File: config.mk
export PLATFORM = sky130hd
export DESIGN_NAME = tanh_pwl_pipe
export DESIGN_NICKNAME = d
export VERILOG_FILES = /design/src/rtl/tanh_pkg.sv /design/src/rtl/tanh_pwl_lane.sv /design/src/rtl/tanh_pwl_pipe.sv
export SDC_FILE = /design/constraint.sdc
export NUM_CORES = 1
export LEC_CHECK = 0
export CAP_MARGIN = 40
export CORE_MARGIN = 3
export CORE_UTILIZATION = 49
export DETAILED_ROUTE_END_ITERATION = 12
export GPL_TIMING_DRIVEN = 0
export PLACE_DENSITY = 0.8
export SYNTH_ARGS = -nofsm -noshare
export SYNTH_HDL_FRONTEND = slang
export SYNTH_SLANG_ARGS = --single-unit
export TNS_END_PERCENT = 100
File: constraint.sdc
create_clock -name clk -period 2 [get_ports clk]
set_clock_uncertainty 0.1 [all_clocks]
set_input_delay 0.2 -clock clk [delete_from_list [all_inputs] [get_ports clk]]
set_output_delay 0.2 -clock clk [all_outputs]
set_load 0.02 [all_outputs]
File: src/rtl/tanh_pkg.sv
// Shared definitions for the piecewise-linear tanh unit: segment encoding
// and breakpoint/offset constants as functions of the lane width.
package tanh_pkg;

  typedef enum logic [1:0] {
    SEG_LIN  = 2'd0,
    SEG_HALF = 2'd1,
    SEG_QTR  = 2'd2,
    SEG_SAT  = 2'd3
  } seg_e;

  // Breakpoints on the unsigned input code (x in [0,4) with W-2 fraction bits)
  function automatic int unsigned seg_t1(input int unsigned w);
    return 32'd1 << (w - 3);
  endfunction

  function automatic int unsigned seg_t2(input int unsigned w);
    return 32'd1 << (w - 2);
  endfunction

  function automatic int unsigned seg_t3(input int unsigned w);
    return 32'd1 << (w - 1);
  endfunction

  // Additive offsets of the half-slope and quarter-slope segments
  function automatic int unsigned seg_off_half(input int unsigned w);
    return 32'd1 << (w - 2);
  endfunction

  function automatic int unsigned seg_off_qtr(input int unsigned w);
    return 32'd1 << (w - 1);
  endfunction

endpackage

File: src/rtl/tanh_pwl_lane.sv
// One tanh lane: segment selection on the incoming code (feeds stage 1)
// and shift-add evaluation of the stage-1 contents (feeds stage 2).
module tanh_pwl_lane
  import tanh_pkg::*;
#(
  parameter int unsigned W           = 4,
  parameter int unsigned APPROX_LSBS = 2
) (
  input  logic [W-1:0] x_in,
  output seg_e         seg_o,
  input  logic [W-1:0] x,
  input  seg_e         seg,
  input  logic         mode,
  output logic [W-1:0] y,
  output logic         sat
);

  localparam logic [W-1:0] T1       = W'(seg_t1(W));
  localparam logic [W-1:0] T2       = W'(seg_t2(W));
  localparam logic [W-1:0] T3       = W'(seg_t3(W));
  localparam logic [W+1:0] OFF_HALF = (W+2)'(seg_off_half(W));
  localparam logic [W+1:0] OFF_QTR  = (W+2)'(seg_off_qtr(W));
  localparam logic [W-1:0] KEEP     = ~(W'((32'd1 << APPROX_LSBS) - 32'd1));

  logic [W+1:0] r;

  // Classify the incoming code into its PWL segment
  always_comb begin
    seg_o = SEG_LIN;
    if (x_in >= T3)      seg_o = SEG_SAT;
    else if (x_in >= T2) seg_o = SEG_QTR;
    else if (x_in >= T1) seg_o = SEG_HALF;
  end

  // Evaluate the segment at W+2 bits, clamp, then truncate in approximate mode
  always_comb begin
    r = '0;
    case (seg)
      SEG_LIN:  r = {x, 2'b00};
      SEG_HALF: r = {1'b0, x, 1'b0} + OFF_HALF;
      SEG_QTR:  r = {2'b00, x} + OFF_QTR;
      default:  r = '0;
    endcase
    sat = (seg == SEG_SAT) || (r[W+1:W] != 2'b00);
    y   = sat ? '1 : r[W-1:0];
    if (mode) y = y & KEEP;
  end

endmodule

File: src/rtl/tanh_pwl_pipe.sv
// Multi-lane 2-stage valid/ready tanh PWL unit with saturation counter.
module tanh_pwl_pipe
  import tanh_pkg::*;
#(
  parameter int unsigned W           = 4,
  parameter int unsigned LANES       = 1,
  parameter int unsigned APPROX_LSBS = 2,
  parameter int unsigned CNT_W       = 16
) (
  input  logic               clk,
  input  logic               reset,
  input  logic               in_valid,
  output logic               in_ready,
  input  logic [LANES*W-1:0] in_data,
  input  logic               in_mode,
  output logic               out_valid,
  input  logic               out_ready,
  output logic [LANES*W-1:0] out_data,
  output logic               out_mode,
  input  logic               sat_clr,
  output logic [CNT_W-1:0]   sat_count
);

  logic               s1_full;
  logic [LANES*W-1:0] s1_data;
  logic               s1_mode;
  seg_e               s1_seg  [LANES];
  seg_e               seg_nxt [LANES];
  logic [LANES*W-1:0] res_nxt;
  logic [LANES-1:0]   sat_nxt;
  logic [LANES-1:0]   s2_sat;
  logic               s2_ready;
  logic               s2_load;
  logic               in_fire;
  logic               out_fire;
  logic [CNT_W:0]     pop;
  logic [CNT_W:0]     sum;

  // Each lane instance spans both stages: seg-select before S1, evaluate before S2
  for (genvar k = 0; k < LANES; k++) begin : g_lane
    tanh_pwl_lane #(
      .W          (W),
      .APPROX_LSBS(APPROX_LSBS)
    ) u_lane (
      .x_in (in_data[k*W +: W]),
      .seg_o(seg_nxt[k]),
      .x    (s1_data[k*W +: W]),
      .seg  (s1_seg[k]),
      .mode (s1_mode),
      .y    (res_nxt[k*W +: W]),
      .sat  (sat_nxt[k])
    );
  end

  assign s2_ready = !out_valid || out_ready;
  assign s2_load  = s1_full && s2_ready;
  assign in_ready = !s1_full || s2_ready;
  assign in_fire  = in_valid && in_ready;
  assign out_fire = out_valid && out_ready;

  // Stage 1: capture lane codes, mode and segment indices
  always_ff @(posedge clk) begin
    if (reset) begin
      s1_full <= 1'b0;
      s1_data <= '0;
      s1_mode <= 1'b0;
      for (int unsigned i = 0; i < LANES; i++) s1_seg[i] <= SEG_LIN;
    end else if (in_fire) begin
      s1_full <= 1'b1;
      s1_data <= in_data;
      s1_mode <= in_mode;
      for (int unsigned i = 0; i < LANES; i++) s1_seg[i] <= seg_nxt[i];
    end else if (s2_load) begin
      s1_full <= 1'b0;
    end
  end

  // Stage 2: capture results; frozen while the output is stalled
  always_ff @(posedge clk) begin
    if (reset) begin
      out_valid <= 1'b0;
      out_data  <= '0;
      out_mode  <= 1'b0;
      s2_sat    <= '0;
    end else if (s2_ready) begin
      out_valid <= s1_full;
      if (s1_full) begin
        out_data <= res_nxt;
        out_mode <= s1_mode;
        s2_sat   <= sat_nxt;
      end
    end
  end

  // Saturated-lane popcount of the beat on the output and the widened running sum
  always_comb begin
    pop = '0;
    for (int unsigned i = 0; i < LANES; i++) pop = pop + (CNT_W+1)'(s2_sat[i]);
    sum = {1'b0, sat_count} + pop;
  end

  // Saturating event counter; clear wins over that cycle's increment
  always_ff @(posedge clk) begin
    if (reset || sat_clr) begin
      sat_count <= '0;
    end else if (out_fire) begin
      if (sum > {1'b0, {CNT_W{1'b1}}}) sat_count <= '1;
      else                             sat_count <= sum[CNT_W-1:0];
    end
  end

endmodule

==> results of run 1 <==
[repair_timing]
item	4_1_cts	5_1_grt
hold buffers	0	0
resized for setup	0	1
setup endpoints to repair	0	4
[cells in the mapped netlist, drive strengths merged, types with 2 or more instances]
| library cell | instances |
|---|---|
| dfxtp | 29 |
| a21oi | 19 |
| nor2 | 14 |
| nand2 | 8 |
| nand3 | 8 |
| xnor2 | 7 |
| inv | 6 |
| nand4 | 6 |
| a22o | 5 |
| a31oi | 5 |
| nor3 | 5 |
| nor4 | 4 |
| o21ai | 4 |
| a211oi | 3 |
| and2 | 3 |
| clkbuf | 3 |
| ha | 3 |
| nand2b | 3 |
| nor3b | 3 |
| or2 | 3 |
| a311oi | 2 |
| and3 | 2 |
| edfxtp | 2 |
| mux2i | 2 |
| nand3b | 2 |
| nor2b | 2 |
| xor2 | 2 |
[path summary, 6_finish.rpt]
kind,from,end,slack [ns]
min reg2reg,out_mode$_SDFFE_PP0P_,out_mode$_SDFFE_PP0P_,0.37
min,in_data[0],s1_data[0]$_SDFFE_PP0P_,0.36
max,out_ready,in_ready,0.07
max reg2reg,sat_count[0]$_SDFFE_PP0P_,sat_count[15]$_SDFFE_PP0P_,0.17
[worst register-to-register path: cells and delay by family (launching register included)]
kind,cells,cell delay [ns]
AND/OR/NAND/NOR,3,0.82
flip-flops,1,0.39
AO/OA/AOI/OAI,1,0.24
adder cells (fa/ha/maj),1,0.19
[per-layer routing]
layer	global-route usage	wire, um	vias to the layer above	share of wire
met5	0	0	-	0
met4	0.0650	39	0	0.012
met3	0.0503	150	5	0.046
met2	0.296	1460	35	0.45
met1	0.281	1630	627	0.50
li1	-	-	695	-
[placed cells by master (no fill, tap or decap), types with 5 or more instances in the layout]
master | Yosys | routed
xnor2_1 | 7 | 7
a22o_1 | 5 | 5
a31oi_1 | 5 | 5
inv_1 | 6 | 6
nand3_1 | 7 | 7
clkbuf_4 | 0 | 5
nor2_1 | 14 | 13
clkdlybuf4s50_1 | 0 | 32
nor3_1 | 5 | 5
nand4_1 | 5 | 5
a21oi_1 | 19 | 19
nand2_1 | 8 | 8
dfxtp_1 | 29 | 29
[flip-flops by register name (all words and copies together) (netlist names)]
name	cells
s1_mode	1
s1_full	1
out_data	4
s1_seg	2
out_mode	1
out_valid	1
s1_data	4
sat_count	16
s2_sat	1
[cells by family (layout without fill, tap and decap cells)]
| logic type | Yosys count | count (layout) | share of synthesized area |
|---|---|---|---|
| adder cells (fa/ha/maj) | 3 | 3 | 0.0252 |
| buffers and inverters | 10 | 50 | 0.0252 |
| AND/OR/NAND/NOR | 66 | 66 | 0.261 |
| flip-flops | 31 | 31 | 0.430 |
| multiplexers | 2 | 2 | 0.0134 |
| XOR/XNOR | 9 | 9 | 0.0529 |
| AO/OA/AOI/OAI | 45 | 45 | 0.193 |
[power breakdown]
part	switching [mW]	internal [mW]	leakage (nW)
Combinational	0.0632	0.0582	0.369
Sequential	0.0207	0.643	0.258
Clock	0.221	0.245	0.0464
[per-stage QoR]
step	cells	hold slack [ns]	total power, mW
finish	237	0.356	1.25
global route	237	0.366	1.30
CTS	237	0.353	1.26
global placement	229	0.349	0.794
floorplan	166	0.226	0.743
detailed placement	229	0.349	0.798
[layout make-up]
class | instances | area [um^2]
buffer | 4 | 15.0
clock buffer | 7 | 76.3
clock inverter | 1 | 5.00
fill | 226 | 895
inverter | 6 | 22.5
multi-input combinational | 125 | 816
sequential | 31 | 641
tap | 31 | 38.8
timing repair buffer | 32 | 320
==> results.json, run 1 <==
{
  "finalCritPeriodShare": 0.967,
  "cts.sinks": 31,
  "fmax_mhz": 517,
  "die_h_um": 61.2,
  "cts_buffers": 5,
  "layout_min_cycle_time_ns": 1.93,
  "wl_per_cell_um": 13.8,
  "status": "complete, no violations",
  "crit_family": "buffers and inverters",
  "syn_area_um2": 1490,
  "setup_slack_ns": 0.0668,
  "ys_seq_area_frac": 0.430,
  "crit_top_cell": "clkdlybuf4s50_1",
  "crit_fanout": 7,
  "setup_tns_ns": 0,
  "cap_violations": 0,
  "start_kind": "input port",
  "drive_gt1_frac": 0.0728,
  "die_w_um": 61.2,
  "stdcell_area_um2": 1930,
  "vias_per_cell": 5.75,
  "ys_async_sr_fraction": 0,
  "n_antenna_cell": 0,
  "port-buffer-count": 32,
  "grt_pass1_vias": 1237,
  "path_clk_slew_ns": 0.10,
  "hold_violations": 0,
  "final_net_count": 218,
  "cp_cell_sequence": "clkdlybuf4s50_1 > nand3b_1 > clkdlybuf4s50_1",
  "postRouteAntennaNets": 0,
  "core_um2": 2830,
  "cts_max_path_buffers": 2,
  "areaGrowthSynthToFinish_pct": 29.7,
  "synth_top_area_frac": 0.389,
  "synthCells": 166,
  "endpoint_kind": "output port",
  "drt_pass1_iterations": 4,
  "vias": 1362,
  "fin_util": 0.684,
  "fp-row-count": 19,
  "grt_max_degree": 11,
  "ys_ff_latch": 31,
  "maxSlewViolCount": 0,
  "hpwl_um": 2440,
  "synth.area.top_cells": "dfxtp_1 39%, a21oi_1 6.4%, xnor2_1 4.1%",
  "grt_setup_unrepaired": "false",
  "start_util": 0.527,
  "wl_um": 3280,
  "h-tree-depth": 2,
  "cpPeakStageDelay_ns": 0.63,
  "place_congestion": 0.831,
  "synth-edff-count": 2,
  "critical_path.slowest_cell": "clkdlybuf4s50_1",
  "boundaryPins": 33,
  "path_buf_inv": 2,
  "p_per_area_nw_per_um2": 647,
  "yosysWarnings": 0,
  "grt_pass1_wl_um": 5520,
  "yosysTopAreaCell": "dfxtp_1",
  "crit_arrival_ns": 1.63,
  "slew_headroom": 0.674,
  "p_leak_nw": 0.673,
  "min_path_type": "in2reg",
  "drc": 0,
  "synthDistinctLibCells": 44,
  "setup_viol": 0,
  "worstHoldPathCells": 2,
  "synth_nets": 179,
  "ir_worst_vdd_mv": 0.612,
  "avgSynthCellArea_um2": 8.98,
  "grt_usage": 0.199,
  "worstPathRequired_ns": 1.70,
  "path_class": "in2out",
  "pre_cts_ws_ns": -0.0870,
  "crit_cells": 3,
  "dieArea_um2": 3740,
  "post-cts-setup-buffers": 0,
  "antenna_found_initial": 0,
  "dr.first_iter.drc_count": 77,
  "placed_area_um2": 1850,
  "cts_tree": "done",
  "worstRegToRegCells": 5,
  "grt-ovfl-total": 0,
  "synth_top_flop_cell": "dfxtp_1",
  "insertion_delay_ns": 0.33,
  "tightest_slew_ns": 0.489,
  "clock-root-buffer": "clkbuf_4"
}
No activity file was read; power rests on OpenSTA's default activity.
==> inputs of run 2 (changes only) <==
--- a/config.mk
+++ b/config.mk
@@ -7,10 +7,10 @@
 export LEC_CHECK = 0
 export CAP_MARGIN = 40
 export CORE_MARGIN = 3
-export CORE_UTILIZATION = 49
+export CORE_UTILIZATION = 30
 export DETAILED_ROUTE_END_ITERATION = 12
 export GPL_TIMING_DRIVEN = 0
-export PLACE_DENSITY = 0.8
+export PLACE_DENSITY = 0.54
 export SYNTH_ARGS = -nofsm -noshare
 export SYNTH_HDL_FRONTEND = slang
 export SYNTH_SLANG_ARGS = --single-unit
==> results.json, run 2 (synthesis results as in run 1) <==
{
  "status": "complete, no violations",
  "largest_reg_flops": 16,
  "drc": 0,
  "seqCellArea_um2": 641,
  "start_util": 0.314,
  "vias": 1381,
  "path_class": "reg2reg",
  "endpoint_kind": "register",
  "wl_per_cell_um": 13.0,
  "layout_min_cycle_time_ns": 1.81,
  "areaGrowthSynthToFinish_pct": 34.0,
  "setup_slack_ns": 0.188,
  "grt_pass1_wl_um": 5840,
  "cts_resized": 0,
  "setup_tns_ns": 0,
  "port-buffer-count": 32,
  "core_um2": 4750,
  "cts.sinks": 31,
  "grt_setup_unrepaired": "false",
  "wl_um": 3540,
  "tightest_slew_ns": 0.485,
  "nFillCells": 495,
  "setup_viol": 0,
  "min_path_type": "reg2reg",
  "fmax_mhz": 552,
  "cts_max_path_buffers": 2,
  "crit_arrival_ns": 1.92,
  "drt_pass1_iterations": 4,
  "cts_buffers": 5,
  "die_w_um": 76.5,
  "fp-row-count": 25,
  "grt-ovfl-total": 0,
  "final_net_count": 218,
  "layout_common_cells": "31 x clkdlybuf4s50_1, 29 x dfxtp_1, 19 x a21oi_1",
  "ir_worst_vdd_mv": 0.290,
  "insertion_delay_ns": 0.28,
  "antenna_found_initial": 0,
  "cts_hold_buf": 0,
  "r2r_slack_ns": 0.19,
  "hold_violations": 0,
  "grt_pass1_vias": 1205,
  "dr.first_iter.drc_count": 124,
  "pre_cts_ws_ns": -0.0665,
  "post-cts-setup-buffers": 0,
  "p_leak_nw": 0.678,
  "clock-root-buffer": "clkbuf_8",
  "finalCritPeriodShare": 0.906,
  "reg_top3": "sat_count: 16 flops, out_data: 4 flops, s1_data: 4 flops",
  "n_antenna_cell": 0,
  "vias_per_cell": 5.06,
  "multi_input_area_um2": 813,
  "boundaryPins": 33,
  "place_congestion": 0.780,
  "grt_usage": 0.123,
  "finalPower_mw": 1.33,
  "cts_tree": "done",
  "regMostFlops": "sat_count",
  "h-tree-depth": 2,
  "drive_gt1_frac": 0.0631,
  "layout_commonest_cell": "clkdlybuf4s50_1",
  "hpwl_um": 2630,
  "p_per_area_nw_per_um2": 664,
  "die_h_um": 76.5,
  "grt_max_degree": 11,
  "worstPathRequired_ns": 2.11,
  "slew_headroom": 0.677,
  "cap_violations": 0,
  "maxSlewViolCount": 0,
  "crit_fanout": 10,
  "start_kind": "register",
  "dieArea_um2": 5850,
  "path_clk_slew_ns": 0.06,
  "postRouteAntennaNets": 0
}
run 2: layer usage:
metal  track usage  vias to the layer above  share of wire
met3        0.0284                        7          0.043
met2         0.166                       34           0.44
met5             0                        -              0
li1              -                      697              -
met4        0.0652                        0          0.020
met1         0.177                      643           0.49
run 2: per-stage QoR:
step | utilization | hold slack (ns) | area, um^2 | std cells
final | 0.420 | 0.369 | 2000 | 273
after global routing | 0.420 | 0.384 | 2000 | 273
after CTS | 0.420 | 0.373 | 2000 | 273
after detailed placement | 0.399 | 0.356 | 1900 | 265
after global placement | 0.399 | 0.356 | 1900 | 265
after floorplan | - | 0.226 | 1490 | 166
run 2: critical path, cell delays in order, from the launching register on:
cell     delay [ns]
dfxtp_1        0.38
ha_1           0.19
nand4_1        0.31
nor2_1         0.31
nand3_2        0.27
a21oi_1        0.19
run 2: path summary, 6_finish.rpt:
check | startpoint | to | cells after the start
setup / recovery | sat_count[0]$_SDFFE_PP0P_ | sat_count[6]$_SDFFE_PP0P_ | 5
hold / removal | out_mode$_SDFFE_PP0P_ | out_mode$_SDFFE_PP0P_ | 2
setup reg to reg | sat_count[0]$_SDFFE_PP0P_ | sat_count[6]$_SDFFE_PP0P_ | 5
hold reg to reg | out_mode$_SDFFE_PP0P_ | out_mode$_SDFFE_PP0P_ | 2
run 2: power breakdown:
| group | internal [mW] | switching (mW) |
|---|---|---|
| sequential | 0.644 | 0.0212 |
| clock | 0.314 | 0.226 |
| combinational | 0.0582 | 0.0634 |
run 2: layout make-up:
type,count,area share
Clock buffer,8,0.0501
Sequential cell,31,0.321
Tap cell,67,0.0420
Timing Repair Buffer,32,0.162
Inverter,6,0.0113
Buffer,4,0.00751
Multi-Input combinational cell,125,0.407
